==> config.mk <==
export PLATFORM = sky130hd
export DESIGN_NAME = axis_output_gearbox
export DESIGN_NICKNAME = d
export VERILOG_FILES = /design/src/rtl/axis_output_gearbox.sv
export SDC_FILE = /design/constraint.sdc
export NUM_CORES = 1
export LEC_CHECK = 0
export BUFFER_PORTS_ARGS = -buffer_cell sky130_fd_sc_hd__buf_2
export CAP_MARGIN = 10
export CELL_PAD_IN_SITES_DETAIL_PLACEMENT = 1
export CELL_PAD_IN_SITES_GLOBAL_PLACEMENT = 2
export CORE_MARGIN = 2
export CORE_UTILIZATION = 30
export DETAILED_ROUTE_END_ITERATION = 7
export HOLD_SLACK_MARGIN = 0.06
export PLACE_DENSITY_LB_ADDON = 0.2
export SLEW_MARGIN = 20
export SYNTH_ARGS = -nofsm -noshare
export SYNTH_HDL_FRONTEND = slang
export SYNTH_SLANG_ARGS = --single-unit
==> constraint.sdc <==
create_clock -name clk -period 7.54 [get_ports clk]
set_input_delay 0.754 -clock clk [delete_from_list [all_inputs] [get_ports clk]]
set_output_delay 0.754 -clock clk [all_outputs]
set_load 0.02 [all_outputs]
==> src/rtl/axis_output_gearbox.sv <==
// Width gearbox from wide result words to an AXI-Stream beat stream.
// Input words queue in a small FIFO; each word is sent as RATIO beats, LSB lane first, with tlast framing.
module axis_output_gearbox #(
    parameter int IN_WIDTH   = 128,
    parameter int OUT_WIDTH  = 64,
    parameter int FIFO_DEPTH = 4
) (
    input  logic                          clk,
    input  logic                          rst_n,
    input  logic                          i_clear,
    input  logic                          i_valid,
    input  logic [IN_WIDTH-1:0]           i_data,
    output logic                          o_in_ready,
    input  logic [31:0]                   cfg_frame_beats,
    output logic [OUT_WIDTH-1:0]          axis_out_tdata,
    output logic                          axis_out_tvalid,
    input  logic                          axis_out_tready,
    output logic                          axis_out_tlast,
    output logic                          o_overflow,
    output logic                          o_frame_done,
    output logic [$clog2(FIFO_DEPTH):0]   o_fifo_level
);

    localparam int RATIO = IN_WIDTH / OUT_WIDTH;
    localparam int AW    = $clog2(FIFO_DEPTH);
    localparam int LW    = (RATIO > 1) ? $clog2(RATIO) : 1;
    localparam logic [LW-1:0] LAST_LANE  = LW'(RATIO - 1);
    localparam logic [AW:0]   FULL_LEVEL = (AW + 1)'(FIFO_DEPTH);

    logic [IN_WIDTH-1:0] mem [FIFO_DEPTH];

    logic [AW-1:0]       wr_ptr_reg;
    logic [AW-1:0]       rd_ptr_reg;
    logic [AW:0]         level_reg;
    logic [IN_WIDTH-1:0] word_reg;
    logic [LW-1:0]       lane_reg;
    logic                tvalid_reg;
    logic [31:0]         cnt_reg;
    logic [31:0]         shadow_reg;
    logic                overflow_reg;
    logic                frame_done_reg;

    logic        fifo_full;
    logic        fifo_empty;
    logic        handshake;
    logic        last_lane;
    logic        push;
    logic        pop;
    logic [31:0] beats_eff;
    logic        tlast;

    assign fifo_full  = (level_reg == FULL_LEVEL);
    assign fifo_empty = (level_reg == '0);
    assign handshake  = tvalid_reg & axis_out_tready;
    assign last_lane  = (lane_reg == LAST_LANE);
    assign push       = i_valid & ~fifo_full & ~i_clear;
    // The stage refills when idle or when its last lane leaves this cycle.
    assign pop        = ~fifo_empty & ~i_clear & (~tvalid_reg | (handshake & last_lane));

    // At count 0 the frame length is still open, so the live config applies.
    assign beats_eff  = (cnt_reg == 32'd0) ? cfg_frame_beats : shadow_reg;
    assign tlast      = tvalid_reg & (beats_eff != 32'd0) & (cnt_reg == beats_eff - 32'd1);

    always_ff @(posedge clk) begin
        if (push) begin
            mem[wr_ptr_reg] <= i_data;
        end
    end

    always_ff @(posedge clk or negedge rst_n) begin
        if (!rst_n) begin
            wr_ptr_reg     <= '0;
            rd_ptr_reg     <= '0;
            level_reg      <= '0;
            word_reg       <= '0;
            lane_reg       <= '0;
            tvalid_reg     <= 1'b0;
            cnt_reg        <= '0;
            shadow_reg     <= '0;
            overflow_reg   <= 1'b0;
            frame_done_reg <= 1'b0;
        end else if (i_clear) begin
            wr_ptr_reg     <= '0;
            rd_ptr_reg     <= '0;
            level_reg      <= '0;
            word_reg       <= '0;
            lane_reg       <= '0;
            tvalid_reg     <= 1'b0;
            cnt_reg        <= '0;
            shadow_reg     <= '0;
            overflow_reg   <= 1'b0;
            frame_done_reg <= 1'b0;
        end else begin
            if (push) begin
                wr_ptr_reg <= wr_ptr_reg + AW'(1);
            end
            if (pop) begin
                rd_ptr_reg <= rd_ptr_reg + AW'(1);
            end
            level_reg <= level_reg + (AW + 1)'(push) - (AW + 1)'(pop);

            if (i_valid && fifo_full) begin
                overflow_reg <= 1'b1;
            end
            frame_done_reg <= handshake & tlast;

            if (pop) begin
                word_reg   <= mem[rd_ptr_reg];
                lane_reg   <= '0;
                tvalid_reg <= 1'b1;
            end else if (handshake) begin
                if (last_lane) begin
                    tvalid_reg <= 1'b0;
                    lane_reg   <= '0;
                end else begin
                    lane_reg <= lane_reg + LW'(1);
                end
            end

            if (handshake) begin
                if (cnt_reg == 32'd0) begin
                    shadow_reg <= cfg_frame_beats;
                end
                if (beats_eff == 32'd0 || cnt_reg == beats_eff - 32'd1) begin
                    cnt_reg <= '0;
                end else begin
                    cnt_reg <= cnt_reg + 32'd1;
                end
            end
        end
    end

    generate
        if (RATIO == 1) begin : g_single_lane
            assign axis_out_tdata = word_reg[OUT_WIDTH-1:0];
        end else begin : g_multi_lane
            assign axis_out_tdata = word_reg[lane_reg*OUT_WIDTH +: OUT_WIDTH];
        end
    endgenerate

    assign axis_out_tvalid = tvalid_reg;
    assign axis_out_tlast  = tlast;
    assign o_in_ready      = ~fifo_full;
    assign o_overflow      = overflow_reg;
    assign o_frame_done    = frame_done_reg;
    assign o_fifo_level    = level_reg;

endmodule
==> impl_metrics.csv <==
group,metric,value,unit
sta,slew_headroom,29.6,%
drt,drcViolationCount,0,
placed_design,gp_congestion,0.839,
die,core,0.100,mm^2
global_route,gr-max-usage-layer,"met2",
sta,rsz0062_at_grt,"no",
clock_network,clock_sinks,715,
die,rows,116,
logic_synthesis,async_reset_ff_share,28.4,%
sta,drv_slew,0,
setup_path,worst_setup_path_end_kind,"primary output",
global_route,grt_pass1_wl,135000,um
placed_design,dp_hpwl,55000,um
clock_network,worstSkewPairLatency,0.66,ns
sta,period_share,89.5,%
global_route,overflow,0,
cells_and_area,final_util,35.7,%
logic_synthesis,synth_area_leaders,"edfxtp_1 51%, dfrtp_1 17%, mux4_2 9.5%, nand2_1 4.2%, mux2_2 2.4%",
setup_path,regToRegSetupSlack,1.72,ns
logic_synthesis,synth_top_area_cell,"edfxtp_1",
clock_network,cts_max_path_buffers,3,
logic_synthesis,synth_nets,2239,
die,die_h,322,um
setup_path,cp_slowest_cell,"nor4_1",
setup_path,crit_path_end,"axis_out_tlast",
cells_and_area,largest_register_ffs,512,
cells_and_area,area_growth,18.0,%
logic_synthesis,syn_area,0.0303,mm^2
global_route,use_met2,29.2,%
drt,wl_per_cell,24.5,um
sta,fin_crit,6.75,ns
clock_network,cts_root_buf,"clkbuf_16",
drt,first_pass_iters,5,
logic_synthesis,synth_common_cells,"512 x edfxtp_1, 337 x nand2_1, 203 x dfrtp_1, 144 x a21oi_1, 128 x mux4_2",
logic_synthesis,ys_ff_latch,715,
sta,hold_slack,0.158,ns
sta,fmax,148,MHz
logic_synthesis,synth_most_common_cell,"edfxtp_1",
sta,setup_ws,0.793,ns
drt,routed_wl,89700,um
global_route,grt_pass1_vias,20300,
setup_path,worstPathMaxFanout,10,
placed_design,dp_slack,1.38,ns
setup_path,crit_path_cell_trace,"nor4_1, nand4_1, nor2_2, mux2i_1, ha_1, nor3b_1, buf_4, nand3_1, nor3_1, nand2_1, o32ai_1, xnor2_1, nand4_1, or4_1, nor4_1, and3_1, buf_2",
setup_path,critical_path_class,"flip-flop to primary output",
logic_synthesis,synth_cell_types,73,
clock_network,clkSlewWorstSetupHoldPaths,0.05,ns
logic_synthesis,ys.flop_type,"edfxtp_1",
power,p_per_area,340,mW/mm^2
power,leakage,0.0129,uW
setup_path,max_stage_delay,0.65,ns
logic_synthesis,synth_warnings,0,
setup_path,required,6.79,ns
clock_network,post_cts_resized,0,
clock_network,tritoncts,"yes",
cells_and_area,final_layout_size_suffix_gt1_share,26.1,%
logic_synthesis,synth-edff-count,512,
global_route,grt_util_all_layers,17.5,%
setup_path,rr_worst_depth,17,
placed_design,numPortBuffers,236,
setup_path,crit_start,"cnt_reg[12]$_DFFE_PN0P_",
sta,setup_viol,0,
sta,tightest_slew,1.04,ns
logic_synthesis,syn_avg_cell_area,14.7,um^2
global_route,met3_usage,4.53,%
setup_path,regToRegEndpoint,"cnt_reg[10]$_DFFE_PN0P_",
clock_network,numCtsBuffers,85,
logic_synthesis,synthCells,2064,
setup_path,reg2reg_from,"cnt_reg[12]$_DFFE_PN0P_",
clock_network,post_cts_buffers,0,
status,status,"finished clean",
global_route,antenna_found_initial,34,
clock_network,postCtsHoldBufs,0,
cells_and_area,nNetsFinal,2460,
logic_synthesis,seq_area_frac_synth,67.6,%
power,ir_drop,0.000333,V
setup_path,worst_setup_path_start_kind,"flip-flop",
worst_hold_path,hold_class,"input pin to asynchronous set/reset pin",
drt,viasPerCell,5.09,
global_route,grt_max_degree,132,
sta,tns,0,ns
sta,fin_skew,0.0311,ns
power,total_power,12100,uW
global_route,grtUsageMet1,22.5,%
sta,finalHoldViolations,0,
setup_path,arrival,5.99,ns
die,io_pins,237,
drt,ant_nets,0,
die,fp.dieW,322,um
job,drv_cap,0,
die,initial_core_util,30.3,%
die,dieArea,0.103,mm^2
drt,detail_route.iter0.violations,1029,
drt,via_count,18600,
logic_synthesis,synth_top_area_share,50.8,%
clock_network,htree_num_levels,3,
## metrics by stage
stage | instance area, um^2 | std cells
global placement | 32900 | 3496
CTS | 35700 | 3654
global route | 35700 | 3656
floorplan | 30300 | 2064
detailed placement | 32900 | 3496
finish | 35700 | 3658
## power breakdown
| part | internal (uW) | switching, uW |
|---|---|---|
| clock | 2380 | 1660 |
| combinational | 1140 | 1950 |
| sequential | 4700 | 300 |
## layout make-up
class / count / area (um^2)
tap: 1298 / 1620
inverter: 28 / 105
timing repair buffer: 270 / 1530
fill: 10300 / 64300
sequential: 715 / 20500
clock buffer: 114 / 2330
clock inverter: 44 / 430
multi-input combinational: 1185 / 9190
antenna: 4 / 10.0
## kinds of logic (layout without fill, tap and decap cells)
family / after synthesis / count (layout) / synth area share (%)
other: 0 / 4 / 0
AND/OR/NAND/NOR: 612 / 612 / 9.55
multiplexers: 209 / 209 / 12.5
adder cells (fa/ha/maj): 10 / 10 / 0.438
buffers and inverters: 164 / 456 / 2.13
AO/OA/AOI/OAI: 310 / 310 / 6.52
XOR/XNOR: 44 / 44 / 1.27
flip-flops: 715 / 715 / 67.6
## cell usage in the layout (no fill, tap or decap), types with 17 or more instances in the layout
| master | netlist | routed |
|---|---|---|
| edfxtp_1 | 512 | 512 |
| nand2_1 | 337 | 337 |
| buf_2 | 9 | 234 |
| dfrtp_1 | 203 | 200 |
| a21oi_1 | 144 | 143 |
| mux4_2 | 128 | 128 |
| clkbuf_16 | 0 | 87 |
| mux2_2 | 65 | 65 |
| nor2_1 | 42 | 39 |
| nor3_1 | 34 | 33 |
| nand3_1 | 32 | 32 |
| o21ai_0 | 31 | 31 |
| xnor2_1 | 30 | 30 |
| inv_1 | 28 | 28 |
| a22o_1 | 28 | 28 |
| buf_4 | 1 | 28 |
| nor4_1 | 24 | 24 |
| nor2b_1 | 22 | 22 |
| nand4_1 | 22 | 22 |
| clkbuf_1 | 108 | 22 |
| clkinv_2 | 0 | 21 |
| and3_1 | 18 | 18 |
| o211ai_1 | 17 | 17 |
## routing by layer
layer  vias to the layer above  wire length, um
met5                         -              243
met3                       174             4800
li1                       8345                -
met2                       358            43200
met1                      9707            39200
met4                        38             2310
## worst max-delay path: cells and delay by family, from the launching register on
kind / cells / cell delay [ns]
simple gates: 11 / 3.50
buf+inv: 2 / 0.37
compound gates: 1 / 0.19
fa+ha+maj: 1 / 0.27
flops: 1 / 0.52
mux: 1 / 0.28
xor+xnor: 1 / 0.21
## how the worst min path moves through the flow
stage | slack, ns | cells past startpoint | to | startpoint
3_3_place_gp | 0.48 | 2 | o_overflow$_DFFE_PN0P_ | o_overflow$_DFFE_PN0P_
4_1_cts | 0.17 | 1 | word_reg[31]$_DFFE_PN0P_ | rst_n
2_1_floorplan | 0.46 | 0 | axis_out_tvalid$_DFFE_PN0P_ | rst_n
3_5_place_dp | 0.50 | 2 | o_overflow$_DFFE_PN0P_ | o_overflow$_DFFE_PN0P_
6_report | 0.16 | 1 | shadow_reg[21]$_DFFE_PN0P_ | rst_n
5_1_grt | 0.18 | 1 | o_frame_done$_DFF_PN0_ | rst_n
Note: power is estimated with default switching activity, not from simulation.
